===== src/rtl/shift_rotate_pipelined_pkg.sv =====
// Shared definitions for the pipelined shifter/rotator.
// Mode encodings and the pipeline-depth helper.
package shift_rotate_pipelined_pkg;

    localparam logic [1:0] MODE_LSL = 2'd0;
    localparam logic [1:0] MODE_LSR = 2'd1;
    localparam logic [1:0] MODE_ASR = 2'd2;
    localparam logic [1:0] MODE_ROL = 2'd3;

    // Number of digit stages: ceil(clog2(width) / radix_log2), at least 1.
    function automatic int calc_stages(
        input int width,
        input int radix_log2
    );
        int shw;
        int n;
        shw = $clog2(width);
        n = (shw + radix_log2 - 1) / radix_log2;
        return (n < 1) ? 1 : n;
    endfunction

endpackage


===== src/rtl/shift_rotate_stage.sv =====
// One combinational digit of the shifter: moves data by digit*STEP.
// Ports: data/digit/mode/sign in, moved out.
module shift_rotate_stage
    import shift_rotate_pipelined_pkg::*;
#(
    parameter int WIDTH      = 13,
    parameter int RADIX_LOG2 = 2,
    parameter int STEP       = 1
) (
    input  logic [WIDTH-1:0]      data,
    input  logic [RADIX_LOG2-1:0] digit,
    input  logic [1:0]            mode,
    input  logic                  sign,
    output logic [WIDTH-1:0]      moved
);

    localparam int WAYS = 1 << RADIX_LOG2;
    localparam logic [WIDTH-1:0] ONES = '1;

    logic [WIDTH-1:0]   lsl [WAYS];
    logic [WIDTH-1:0]   lsr [WAYS];
    logic [WIDTH-1:0]   asr [WAYS];
    logic [WIDTH-1:0]   rol [WAYS];
    logic [2*WIDTH-1:0] dd;
    logic [WIDTH-1:0]   fill;

    assign dd   = {data, data};
    assign fill = {WIDTH{sign}};

    // Every way has a constant move amount, so each candidate is
    // pure wiring; only the final select is a real mux.
    for (genvar k = 0; k < WAYS; k++) begin : g_way
        localparam int AMT = k * STEP;
        localparam int ROT = AMT % WIDTH;

        if (AMT >= WIDTH) begin : g_over
            assign lsl[k] = '0;
            assign lsr[k] = '0;
            assign asr[k] = fill;
        end else begin : g_in
            assign lsl[k] = data << AMT;
            assign lsr[k] = data >> AMT;
            // sign is the original operand MSB, not data[WIDTH-1]
            assign asr[k] = (data >> AMT) | (fill & ~(ONES >> AMT));
        end

        // Rotation wraps modulo WIDTH, so oversize amounts need no care.
        assign rol[k] = dd[2*WIDTH-1-ROT -: WIDTH];
    end

    always_comb begin
        moved = data;
        unique case (mode)
            MODE_LSL: moved = lsl[digit];
            MODE_LSR: moved = lsr[digit];
            MODE_ASR: moved = asr[digit];
            MODE_ROL: moved = rol[digit];
        endcase
    end

endmodule


===== src/rtl/shift_rotate_pipelined.sv =====
// Pipelined barrel shifter/rotator (LSL/LSR/ASR/ROL), one digit/stage.
// Ports: clk, resetN, flush, in/shift/mode/tagIn/validIn/readyIn
// upstream; out/tagOut/validOut/readyOut downstream.
module shift_rotate_pipelined
    import shift_rotate_pipelined_pkg::*;
#(
    parameter int WIDTH      = 13,
    parameter int RADIX_LOG2 = 2,
    parameter int TAG_WIDTH  = 4,
    parameter int SHW        = $clog2(WIDTH),
    parameter int STAGES     = calc_stages(WIDTH, RADIX_LOG2)
) (
    input  logic                 clk,
    input  logic                 resetN,
    input  logic                 flush,
    input  logic [WIDTH-1:0]     in,
    input  logic [SHW-1:0]       shift,
    input  logic [1:0]           mode,
    input  logic [TAG_WIDTH-1:0] tagIn,
    input  logic                 validIn,
    output logic                 readyIn,
    output logic [WIDTH-1:0]     out,
    output logic [TAG_WIDTH-1:0] tagOut,
    output logic                 validOut,
    input  logic                 readyOut
);

    // Shift amount padded on top to a whole number of digits.
    localparam int SHP = STAGES * RADIX_LOG2;

    logic [STAGES-1:0]    v_q;
    logic [WIDTH-1:0]     d_q  [STAGES];
    logic [TAG_WIDTH-1:0] t_q  [STAGES];
    logic [1:0]           m_q  [STAGES];
    logic                 s_q  [STAGES];
    logic [SHP-1:0]       sh_q [STAGES];

    logic [STAGES-1:0]    src_v;
    logic [WIDTH-1:0]     src_d  [STAGES];
    logic [TAG_WIDTH-1:0] src_t  [STAGES];
    logic [1:0]           src_m  [STAGES];
    logic                 src_s  [STAGES];
    logic [SHP-1:0]       src_sh [STAGES];

    logic [WIDTH-1:0]     nxt_d  [STAGES];
    logic [SHP-1:0]       nxt_sh [STAGES];

    logic [STAGES-1:0]    adv;
    logic                 go;

    for (genvar s = 0; s < STAGES; s++) begin : g_stage
        if (s == 0) begin : g_src_in
            assign src_v[s]  = validIn;
            assign src_d[s]  = in;
            assign src_t[s]  = tagIn;
            assign src_m[s]  = mode;
            assign src_s[s]  = in[WIDTH-1];
            assign src_sh[s] = SHP'(shift);
        end else begin : g_src_reg
            assign src_v[s]  = v_q[s-1];
            assign src_d[s]  = d_q[s-1];
            assign src_t[s]  = t_q[s-1];
            assign src_m[s]  = m_q[s-1];
            assign src_s[s]  = s_q[s-1];
            assign src_sh[s] = sh_q[s-1];
        end

        // Most significant digit first; consumed digits shift out
        // so the next stage always reads the top digit.
        shift_rotate_stage #(
            .WIDTH      (WIDTH),
            .RADIX_LOG2 (RADIX_LOG2),
            .STEP       (1 << (RADIX_LOG2 * (STAGES - 1 - s)))
        ) u_stage (
            .data  (src_d[s]),
            .digit (src_sh[s][SHP-1 -: RADIX_LOG2]),
            .mode  (src_m[s]),
            .sign  (src_s[s]),
            .moved (nxt_d[s])
        );

        assign nxt_sh[s] = src_sh[s] << RADIX_LOG2;
    end

    // A stage advances when it is empty or its item moves on;
    // walking from the output back lets bubbles collapse.
    always_comb begin
        adv = '0;
        go  = readyOut;
        for (int s = STAGES - 1; s >= 0; s--) begin
            go     = !v_q[s] || go;
            adv[s] = go;
        end
    end

    assign readyIn  = adv[0] && !flush;
    assign out      = d_q[STAGES-1];
    assign tagOut   = t_q[STAGES-1];
    assign validOut = v_q[STAGES-1];

    always_ff @(posedge clk or negedge resetN) begin
        if (!resetN) begin
            v_q <= '0;
            for (int s = 0; s < STAGES; s++) begin
                d_q[s]  <= '0;
                t_q[s]  <= '0;
                m_q[s]  <= '0;
                s_q[s]  <= 1'b0;
                sh_q[s] <= '0;
            end
        end else if (flush) begin
            v_q <= '0;
        end else begin
            for (int s = 0; s < STAGES; s++) begin
                if (adv[s]) begin
                    v_q[s]  <= src_v[s];
                    d_q[s]  <= nxt_d[s];
                    t_q[s]  <= src_t[s];
                    m_q[s]  <= src_m[s];
                    s_q[s]  <= src_s[s];
                    sh_q[s] <= nxt_sh[s];
                end
            end
        end
    end

endmodule


===== config.mk =====
export PLATFORM = sky130hd
export DESIGN_NAME = shift_rotate_pipelined
export DESIGN_NICKNAME = d
export VERILOG_FILES = /design/src/rtl/shift_rotate_pipelined_pkg.sv /design/src/rtl/shift_rotate_stage.sv /design/src/rtl/shift_rotate_pipelined.sv
export SDC_FILE = /design/constraint.sdc
export NUM_CORES = 1
export LEC_CHECK = 0
export ABC_AREA = 1
export BUFFER_PORTS_ARGS = -buffer_cell sky130_fd_sc_hd__buf_2
export CAP_MARGIN = 30
export CORE_MARGIN = 2
export CORE_UTILIZATION = 52
export DETAILED_ROUTE_END_ITERATION = 6
export PLACE_DENSITY = 0.77
export SETUP_SLACK_MARGIN = 0.02
export SLEW_MARGIN = 25
export SYNTH_ARGS = -nofsm -noshare
export SYNTH_HDL_FRONTEND = slang
export SYNTH_SLANG_ARGS = --single-unit

===== constraint.sdc =====
create_clock -name clk -period 1.1 [get_ports clk]
set_input_delay 0.11 -clock clk [delete_from_list [all_inputs] [get_ports clk]]
set_output_delay 0.11 -clock clk [all_outputs]
set_load 0.02 [all_outputs]

Yosys cells after proc, flatten, opt, wreduce, memory -nomap -nowiden
Cells that the tools add are included.
Storage, ports and cells
  bits in writable memories: 0
  memories: 0
  output and inout port bits: 19
  ROM bits: 0
  register bits after elaboration: 41
  bits in latches: 0
Cells by class
  add/sub/neg operators: 0
  multipliers: 0
  shift-type cells: 0
  eq/ne operators: 6
  bitwise gates (word level): 9
  multiplexer cells: 29
  reductions and logical operators: 12
  div/mod/pow operators: 0
  order comparisons: 2
Operators with widths (count)
  $bmux 13 s2: 8
  $mux 13: 16
  $pmux 13 s4: 2
  $or 1x13->13: 1
  $or 10x13->13: 1
  $or 11x13->13: 1
  $or 12x13->13: 1
  $or 5x13->13: 1
  $or 9x13->13: 1
  $eq 2x2->1 const B: 4
  $ge 3x3->1 const B: 2
  $not 2->3: 2
  $eq 2x1->1 const B: 2
  $logic_not 2->1: 2
  $reduce_and 2->1: 2
  $reduce_bool 2->1: 2
  $logic_not 1->1: 3
  $logic_or 1x1->1: 2
  $mux 1: 2
  $mux 2: 1
  $logic_and 1x1->1: 1
  $not 1->1: 1

Logic depth before layout (Yosys ltp)
  depth in word-level cells: 5
  depth in mapped cells: 9

Cells and area by module
A second synthesis with hierarchy kept.
Second synthesis, totals
  cell total of the unflattened synthesis: 538
  area total of the unflattened synthesis: 3303.2 um^2
Modules (own cells, without submodules)
  shift_rotate_pipelined: cells an instance 192, area each 1731.7 um^2, instances 1, seq. area each 1026.0 um^2
  shift_rotate_stage (g_stage[0].u_stage): cells an instance 185, area each 822.0 um^2, instances 1, seq. area each 0.0 um^2
  shift_rotate_stage (g_stage[1].u_stage): cells an instance 161, area each 749.5 um^2, instances 1, seq. area each 0.0 um^2

Worst setup path before layout
OpenSTA, ideal clock, no wires.
  path type: register to register
  from: register v_q[1]
  to: register sh_q[6] (netlist bit)
  stages on the path, launching flop included: 6
  slack: -122 ps
  data arrival time: 1094 ps
  period minus slack after synthesis: 1222 ps
  path buffers: 1
  cells stage by stage: dfrtp_1 > nand3_1 > nand2_1 > inv_1 > buf_2 > o21ai_0
Between the ends
  word-level cells in the longest chain between the ends: 4
RTL lines
  from (decl): line shift_rotate_pipelined.sv:31  | logic [STAGES-1:0] v_q;
  from (signal, indexed assignment): line shift_rotate_pipelined.sv:116  | v_q[s] <= src_v[s];
  $logic_not 1->1: line shift_rotate_pipelined.sv:91  | go = !v_q[s] || go;
  $logic_or 1x1->1 (2 in series): line shift_rotate_pipelined.sv:91
  $reduce_and 2->1 (no line)
  to (signal, indexed assignment): line shift_rotate_pipelined.sv:121  | sh_q[s] <= nxt_sh[s];
  to (decl): line shift_rotate_pipelined.sv:36  | logic [SHP-1:0] sh_q [STAGES];
Every way passes these cells.
A chain may end at the register's enable or synchronous reset.

Final worst setup path
  from: register m_q[2] (netlist bit)
  to: register d_q, in the netlist out[12]
Between the ends
  word-level cells in the longest chain between the ends: 2
RTL lines
  from (decl): line shift_rotate_pipelined.sv:34  | logic [1:0] m_q [STAGES];
  from (signal, indexed assignment): line shift_rotate_pipelined.sv:119  | m_q[s] <= src_m[s];
  $eq 2x2->1, or another cell as far along: line shift_rotate_stage.sv:53  | unique case (mode)
  $pmux 13 s4 (*): line shift_rotate_stage.sv:53
  to (signal, indexed assignment): line shift_rotate_pipelined.sv:117  | d_q[s] <= nxt_d[s];
  to (decl): line shift_rotate_pipelined.sv:32  | logic [WIDTH-1:0] d_q [STAGES];
Every way passes the cells marked *; elsewhere a longest branch is shown, timed or not.

==> summary.md <==
| Metric | Value |
|---|---|
| DR iter-0 viols | 361 |
| Maxcap violations | 0 |
| Placed Cells | ~630 |
| Non-Filler Instances | 660 |
| Pre-CTS setup slack | -0.252 ns |
| H-Tree Depth | 2 |
| DR vias | 3726 |
| Vias per Instance | around 5.6 |
| Maximum VDD drop | between 700 and 800 uV |
| RSZ-0062 raised after global routing | true |
| Clk slew on worst S/H paths | about 0.08 ns |
| Mapped Area | around 0.0031 sq mm |
| # IOs | between 40 and 50 |
| Max Slew Vio Count | 0 |
| Post-Route WL | between 10 and 15 mm |
| Synthesized instance count | between 400 and 500 |
| Post-Syn Nets | ~520 |
| Fin nets | 615 |
| Post-DP HPWL | approximately 7.1 mm |
| Gr ovfl total | 0 |
| Max Clock Freq | between 700 and 800 MHz |
| Worst-path fanout max | 3 |
| Syn Area/Cell | around 6.2 sq um |
| Top cell type's share of synthesized area | about a third |
| Hold Path Class | in2reg |
| Wire per inst | around 16 microns |
| Initial antenna violation count | 0 |
| Core box area | roughly 0.0056 sq mm |
| Final Hold Vio Count | 0 |
| Starting density of the core | around 55% |
| Layout cells sized above 1 | around 36% |
| Global-route wire length before repair | approximately 16 mm |
| Final worst-path cycle share | 119% |
| Register area share after synthesis | about a third |
| Setup-failing EPs final | 36 |
| Synth area leaders | dfrtp_1, nand2_1, nand3_1 |
| Synth cell types | 24 |
| Leakage | roughly 0.0023 uW |
| Post-route minimum period | ~1.3 ns |
| CTS Sinks | 41 |
| Area Growth Syn to Fin | 40.7% |
| Measured slew at the worst slew-check pin | about 0.37 ns |
| Final WS setup | -0.205 ns |
| Max-slew headroom | between 70 and 80% |
| Largest net degree at the start of global routing | 42 |
| Root buf cell | clkbuf_8 |
| Commonest non-fill, non-tap cell in the layout | nand2_1 |
| Final TNS setup | -4.12 ns |
| Ant diodes | 0 |
| Worst Setup End Kind | register |
| CTS tree | done |
| PortBufs | 46 |
| Cts bufs inserted | 5 |
| DRC | 1 |
| Most frequent cells in the layout | nand2_1, nand3_1, buf_4, buf_2, dfrtp_1 |
| Outcome | finished with violations |
| Cell row count | 27 |
| Max clock buf depth | 2 |
| Failing checks | design-rule violations, negative setup slack |
| Clock latency on the worst-skew pair | 0.30 ns |
| Data arrival time of the worst path | around 1.5 ns |
| Worst setup path category | reg2reg |
| Routability congestion estimate | 0.992 |
| Die height | about 81 microns |
| Pwr dens | 1260 mW/mm^2 |
| Vias in the first global route | 3549 |
| Yosys top cell by area | dfrtp_1 |
| Clock Skew | about 0.0073 ns |
| Width of the die | around 81 microns |
| Critical Path Start Type | register |
| Area of the multi-input gates | between 0.0015 and 0.002 sq mm |
| Req. time, crit path | between 1 and 1.5 ns |
| All-Layer GR Usage | approximately 32% |
| Fillers | approximately 400 |
| Post-synthesis register bit count | just over 40 |
| Detail Route Antenna Nets | 0 |
| TritonRoute pass-1 iters | 7 |
| Reg area | 0.00103 sq mm |
| DIE AREA | between 0.006 and 0.007 sq mm |
| YS warnings | 0 |
-- per-layer routing --
metal	up-vias	track usage [%]	wire length [microns]
li1	1768	-	-
met1	1682	35.1	3900
met2	212	60.3	5370
met3	64	3.03	632
met4	0	19.3	665
met5	-	0	0
-- critical path: stages (launching register included) --
cell and delay, ns:
dfrtp_1 0.42, inv_2 0.10, buf_4 0.12, nand3_1 0.10, a21oi_2 0.17, nand2_1 0.07, nand2_1 0.05, nor2_1 0.05
nor2_1 0.12
-- power breakdown --
group / total [uW] / switching, uW / internal (uW)
clock: 1260 / 524 / 740
sequential: 1950 / 210 / 1740
combinational: 2200 / 1320 / 877
-- area by class of cell --
cell class,instances,share of cell area (%)
multi-input cells,391,46.4
flip-flops and latches,41,23.9
repair buffers,116,21.4
inverters,31,3.35
well taps,72,2.10
clock buffers,7,2.01
clock inverters,1,0.699
repair inverters,1,0.0874
-- registers in the layout, indices dropped and copies added (netlist names) --
signal  count
sh_q        2
tagOut      4
out        13
v_q         2
s_q         1
m_q         2
src_t       4
d_q        13
-- kinds of logic after synthesis --
logic type / after synthesis / synth area share (%)
DFF: 41 / 33.6
and+or+nand+nor: 331 / 45.3
AOI/OAI and AO/OA: 60 / 10.2
buffers and inverters: 64 / 10.8
-- what timing repair did --
item                                   CTS  global route
gates cloned                             2             2
setup endpoints to repair               39            40
pin swaps                                6             3
resized for setup                       61            63
buffers inserted                        10             3
hold buffers                             1             0
endpoints found under the hold margin   41             0
-- cell usage after synthesis, drive strengths merged --
cell      n
and2      1
nor3      1
nand4     3
o21ai    31
buf      31
inv      31
nand2   206
or2       1
a31oi     4
a21oi    22
a22oi     1
nor2     47
nand3    72
clkbuf    2
o211ai    2
dfrtp    41
-- worst paths after layout --
check | from | to | slack (ns) | cells after the start
setup / recovery | m_q[2]$_DFFE_PN0P_ | out[12]$_DFFE_PN0P_ | -0.21 | 8
hold / removal | flush | v_q[0]$_DFFE_PN0P_ | 0.008 | 2
setup reg to reg | m_q[2]$_DFFE_PN0P_ | out[12]$_DFFE_PN0P_ | -0.21 | 8
hold reg to reg | out[3]$_DFFE_PN0P_ | out[3]$_DFFE_PN0P_ | 0.48 | 2
max in group asynchronous | resetN | sh_q[6]$_DFFE_PN0P_ | 0.58 | 3
min in group asynchronous | resetN | out[2]$_DFFE_PN0P_ | 0.31 | 3
-- per-stage QoR --
stage          power (uW)  util [%]  instance area [sq um]  hold WS, ns
3_3_place_gp         3670      65.0                   3620       0.0945
6_report             5410      77.1                   4300      0.00844
2_1_floorplan        3210         -                   3110       -0.186
5_1_grt              5690      77.1                   4300       0.0301
4_1_cts              5140      72.3                   4030       0.0243
3_5_place_dp         3700      65.0                   3620       0.0962
Note: power is estimated with default switching activity, not from simulation.
